<file path="src/rtl/mpmc11_rd_burst_sched.sv">
// rtl/mpmc11_rd_burst_sched.sv - round-robin read-burst scheduler with beat counter and watchdog
module mpmc11_rd_burst_sched #(
    parameter int NCH     = 4,
    parameter int TIMEOUT = 255
) (
    input  logic                       clk,
    input  logic                       rst,
    input  logic [NCH-1:0]             req,
    input  logic [NCH*32-1:0]          req_adr,
    input  logic [NCH*8-1:0]           req_len,
    output logic [NCH-1:0]             grant,
    output logic                       cmd_valid,
    input  logic                       cmd_rdy,
    output logic [31:0]                cmd_adr,
    output logic [7:0]                 cmd_len,
    input  logic                       rsp_valid,
    output logic [$clog2(NCH)-1:0]     rsp_ch,
    output logic [7:0]                 rsp_beat,
    output logic                       rsp_last,
    output logic                       busy,
    output logic                       err
);

    localparam int CW = $clog2(NCH);
    localparam int WW = $clog2(TIMEOUT + 1);

    typedef enum logic [1:0] {IDLE, CMD, READ_DATA, DONE} state_t;

    state_t          state_q, state_d;
    logic [CW-1:0]   rr_q, rr_d;
    logic [CW-1:0]   ch_q, ch_d;
    logic [NCH-1:0]  grant_q, grant_d;
    logic [31:0]     adr_q, adr_d;
    logic [7:0]      len_q, len_d;
    logic [7:0]      beat_q, beat_d;
    logic [WW-1:0]   wd_q, wd_d;
    logic [CW-1:0]   sel;
    logic [CW:0]     idx;
    logic            found;
    logic            wd_expire;

    // First requester at or after rr_q, wrapping modulo NCH.
    always_comb begin
        sel   = rr_q;
        found = 1'b0;
        idx   = '0;
        for (int k = 0; k < NCH; k++) begin
            idx = {1'b0, rr_q} + (CW+1)'(k);
            if (idx >= (CW+1)'(NCH)) begin
                idx = idx - (CW+1)'(NCH);
            end
            if (!found && req[idx[CW-1:0]]) begin
                found = 1'b1;
                sel   = idx[CW-1:0];
            end
        end
    end

    always_comb begin
        state_d   = state_q;
        rr_d      = rr_q;
        ch_d      = ch_q;
        grant_d   = '0;
        adr_d     = adr_q;
        len_d     = len_q;
        beat_d    = beat_q;
        wd_d      = wd_q;
        wd_expire = 1'b0;
        case (state_q)
            IDLE: begin
                if (found) begin
                    grant_d = NCH'(1) << sel;
                    adr_d   = req_adr[32*int'(sel) +: 32];
                    len_d   = req_len[8*int'(sel) +: 8];
                    ch_d    = sel;
                    rr_d    = (sel == CW'(NCH-1)) ? '0 : sel + 1'b1;
                    state_d = CMD;
                end
            end
            CMD: begin
                if (cmd_rdy) begin
                    beat_d  = '0;
                    wd_d    = '0;
                    state_d = READ_DATA;
                end
            end
            READ_DATA: begin
                // A beat on the would-be expiry cycle wins over the abort.
                if (rsp_valid) begin
                    wd_d = '0;
                    if (beat_q == len_q) begin
                        state_d = DONE;
                    end else begin
                        beat_d = beat_q + 8'd1;
                    end
                end else if (wd_q == WW'(TIMEOUT-1)) begin
                    wd_expire = 1'b1;
                    state_d   = DONE;
                end else begin
                    wd_d = wd_q + 1'b1;
                end
            end
            DONE: begin
                state_d = IDLE;
            end
            default: begin
                state_d = IDLE;
            end
        endcase
    end

    always_ff @(posedge clk) begin
        if (rst) begin
            state_q <= IDLE;
            rr_q    <= '0;
            ch_q    <= '0;
            grant_q <= '0;
            adr_q   <= '0;
            len_q   <= '0;
            beat_q  <= '0;
            wd_q    <= '0;
        end else begin
            state_q <= state_d;
            rr_q    <= rr_d;
            ch_q    <= ch_d;
            grant_q <= grant_d;
            adr_q   <= adr_d;
            len_q   <= len_d;
            beat_q  <= beat_d;
            wd_q    <= wd_d;
        end
    end

    assign grant     = grant_q;
    assign cmd_valid = (state_q == CMD);
    assign cmd_adr   = adr_q;
    assign cmd_len   = len_q;
    assign rsp_ch    = ch_q;
    assign rsp_beat  = beat_q;
    assign rsp_last  = (state_q == READ_DATA) && rsp_valid && (beat_q == len_q);
    assign busy      = (state_q != IDLE);
    assign err       = wd_expire && !rst;

endmodule

</file>
<file path="config.mk">
export PLATFORM = sky130hd
export DESIGN_NAME = mpmc11_rd_burst_sched
export DESIGN_NICKNAME = d
export VERILOG_FILES = /design/src/rtl/mpmc11_rd_burst_sched.sv
export SDC_FILE = /design/constraint.sdc
export NUM_CORES = 1
export LEC_CHECK = 0
export ABC_AREA = 0
export ABC_CLOCK_PERIOD_IN_PS = 2000
export CORE_ASPECT_RATIO = 1.25
export CORE_MARGIN = 2
export CORE_UTILIZATION = 34
export DETAILED_ROUTE_END_ITERATION = 6
export PLACE_DENSITY = 0.83
export SLEW_MARGIN = 15
export SYNTH_ARGS = -nofsm -noshare
export SYNTH_HDL_FRONTEND = slang
export SYNTH_SLANG_ARGS = --single-unit
</file>
<file path="constraint.sdc">
create_clock -name clk -period 2 [get_ports clk]
set_input_delay 0.6 -clock clk [delete_from_list [all_inputs] [get_ports clk]]
set_output_delay 0.6 -clock clk [all_outputs]
set_load 0.02 [all_outputs]
</file>
==> flow_summary.toml, run 1 <==
[cts]
clock_latency_ns = 0.33
clockBufferDepth = 2
tritoncts = "built"
numClockSinks = 66
holdBufCountCts = 0
cts_max_level = 3
cts_root_buffer = "clkbuf_16"
cts_buffers = 9
clkTransAtPathRegs_ns = 0.05

[routing]
antenna_left = 0
drt-initial-drc-count = 81
routed_wl_um = 13700
dr.pass1.iters = 4
route.detailed.drc = 0
avgViaCountPerCell = 5.04
vias = 4160
routedWlPerCell_um = 16.6

[finish]
num-nets-final = 864
seqCellArea_mm2 = 0.00134
multi_input_area_mm2 = 0.00246
final_util_pct = 69.1
n_antenna_cell = 0
final_common_cell = "clkdlybuf4s50_1"
syn_to_final_growth_pct = 98.5
layout_common_cells = "clkdlybuf4s50_1, mux2i_1, buf_4, dfxtp_1, a21o_1"
drive_above_1_share_pct = 22.5
final_cell_area_mm2 = 0.00733
fill_cells = 806

[floorplanning]
io_pins = 226
die_y_um = 121
rows = 42
die_area_mm2 = 0.0117
core-area_mm2 = 0.0106
start_util_pct = 34.8
fp.dieW_um = 97.2

[flow_run]
drv_cap = 0

[yosys]
synthArstFlopShare_pct = 0
synth.distinct_cells = 43
yosys_most_used_dff = "dfxtp_1"
syn_avg_cell_area_um2 = 9.45
synthTopCellsByArea = "dfxtp_1, mux2i_1, a21o_1, o22ai_1, xnor2_1"
syn-cell-area_mm2 = 0.00369
yosys_warnings = 0
synth-edff-count = 0
synth_cells = 391
ys_ff_latch = 66
ys_seq_area_share_pct = 35.8
synth_area_leader_cell = "dfxtp_1"
yosysTopAreaCellShare_pct = 35.8
syn-num-nets = 566

[pwr]
netSwitchingPower_w = 0.00329
ir_drop_mv = 0.631
seqPwrFrac_pct = 23.9
p_total_w = 0.00893
power.leakage_nw = 3.44
p_clk_share_pct = 17.6
p_comb_share_pct = 58.5
p_sw_share_pct = 36.9
p_int_w = 0.00564
p_per_area_mw_per_mm2 = 1220

[global_routing]
track_usage_pct = 21.9
use_met2_pct = 41.3
grt_pass1_wl_um = 20500
grt_max_degree = 27
gr-max-usage-layer = "met2"
use_met1_pct = 22.4
grt_pass1_vias = 4323
antenna_found_initial = 0
grt-ovfl-total = 0
grt_use_met3_pct = 6.13

[critical_path]
cp_top_family = "simple AND/OR/NAND/NOR gates"
cp.buffers_inverters = 1
crit_start = "req[0]"
slowest_delay_ns = 0.60
path_class = "primary input to flip-flop"
rr_startpoint = "rr_q[1]"
critPathMaxFanout = 4
crit_chain = "buf_8 -> and3b_1 -> or4_4 -> nand2_4 -> mux2_2 -> a221o_1"
r2r_setup_slack_ns = 0.03
arrival_ns = 2.21
start_kind = "primary input"
end_kind = "flip-flop"
crit_required_ns = 2.21
cp_slowest_cell = "or4_4"

[sta]
tightest_slew_ns = 0.427
hold_violations = 0
slew_headroom_pct = 71.5
clock_skew_ns = 0.00500
min_period_over_period_pct = 100
worst_slack_ns = -0.000780
setup_viol = 1
timing_max_transition_violations_final = 0
fin_crit_ns = 2.00
setup_tns_ns = -0.000780
fmax_mhz = 500
rsz0062_at_grt = "yes"

[outcome]
status = "finished with violations"
violations = "negative setup slack"

[placed_design]
io_buffer_count = 225
dp_hpwl_um = 10700
routabilityCongestion = 0.896
placed_cell_area_mm2 = 0.00664

[hold_path]
worstHoldPathType = "flip-flop to flip-flop"
worstHoldStart = "cmd_adr[18]"
## path summary, 6_finish.rpt
path,to,cells past startpoint
setup reg to reg,cmd_adr[2],5
hold reg to reg,cmd_adr[18],1
setup / recovery,cmd_adr[2],6
hold / removal,cmd_adr[18],1
## kinds of logic (layout without fill, tap and decap cells)
| group | Yosys count | after routing | synth area share [%] |
|---|---|---|---|
| compound gates | 106 | 106 | 19.4 |
| xor+xnor | 19 | 19 | 4.51 |
| fa+ha+maj | 7 | 7 | 2.37 |
| buf+inv | 29 | 331 | 3.96 |
| flops | 66 | 66 | 35.8 |
| mux | 82 | 82 | 22.4 |
| simple gates | 82 | 83 | 11.6 |
## worst register-to-register path, delay by kind of cell (launching register included)
kind | cells | cell delay [ns]
and+or+nand+nor | 3 | 0.88
muxes | 1 | 0.34
AOI/OAI and AO/OA | 1 | 0.28
DFF | 1 | 0.35
## cell usage after synthesis (6+ instances only)
library cell and count:
a21o_1 36, a21oi_1 15, buf_2 9, dfxtp_1 66, ha_1 7, inv_1 8, mux2i_1 77, nand2_1 12
nand3_1 6, nor2_1 30, nor3_1 6, o22ai_1 35, xnor2_1 15
## power by group through the flow
stage | combinational (W) | sequential (W) | clock (W)
5_1_grt | 0.00553 | 0.00219 | 0.00165
4_1_cts | 0.00480 | 0.00212 | 0.00159
3_3_place_gp | 0.00470 | 0.00209 | 0
3_5_place_dp | 0.00478 | 0.00212 | 0
2_1_floorplan | 0.00192 | 0.00263 | 0
6_report | 0.00523 | 0.00213 | 0.00157
## layout make-up
| cell class | count | share of cell area [%] |
|---|---|---|
| Sequential cell | 66 | 18.2 |
| Tap cell | 132 | 2.25 |
| Clock inverter | 1 | 0.0682 |
| Timing Repair Buffer | 307 | 41.4 |
| Multi-Input combinational cell | 297 | 33.5 |
| Clock buffer | 15 | 4.06 |
| Inverter | 8 | 0.444 |
## flip-flops by register name, indices dropped and copies added (netlist names)
| register | count |
|---|---|
| grant | 4 |
| wd_q | 8 |
| rr_q | 2 |
| rsp_ch | 2 |
| cmd_len | 8 |
| rsp_beat | 8 |
| state_q | 2 |
| cmd_adr | 32 |
## routing by layer
metal  up-vias  wire [um]  share of wire (%)
met5         -          0                  0
met4         0        398                2.9
met3        31        840                6.1
met2       144       7450                 54
met1      1943       5010                 37
li1       2042          -                  -
## metrics by stage
stage | cells | setup slack (ns) | hold slack [ns]
2_1_floorplan | 391 | -0.124 | 0.454
3_3_place_gp | 799 | -0.652 | 0.433
3_5_place_dp | 799 | -0.724 | 0.441
4_1_cts | 817 | 0.00121 | 0.453
5_1_grt | 826 | -0.0775 | 0.469
6_report | 826 | -0.000780 | 0.451
## repair_timing
item | CTS | global route
setup endpoints to repair | 63 | 55
endpoints found under the hold margin | 0 | 0
gates cloned | 1 | 3
resized for setup | 60 | 62
pin swaps | 4 | 15
buffers inserted | 1 | 6
No activity file was read; power rests on OpenSTA's default activity.
==> run 2, diff against run 1 <==
--- a/config.mk
+++ b/config.mk
@@ -10,6 +10,7 @@
 export CORE_ASPECT_RATIO = 1.25
 export CORE_MARGIN = 2
 export CORE_UTILIZATION = 34
+export CTS_CLUSTER_SIZE = 10
 export DETAILED_ROUTE_END_ITERATION = 6
 export PLACE_DENSITY = 0.83
 export SLEW_MARGIN = 15
==> results of run 2 <==
Same layout as run 1: the final DEF is identical, and so are final timing and power.
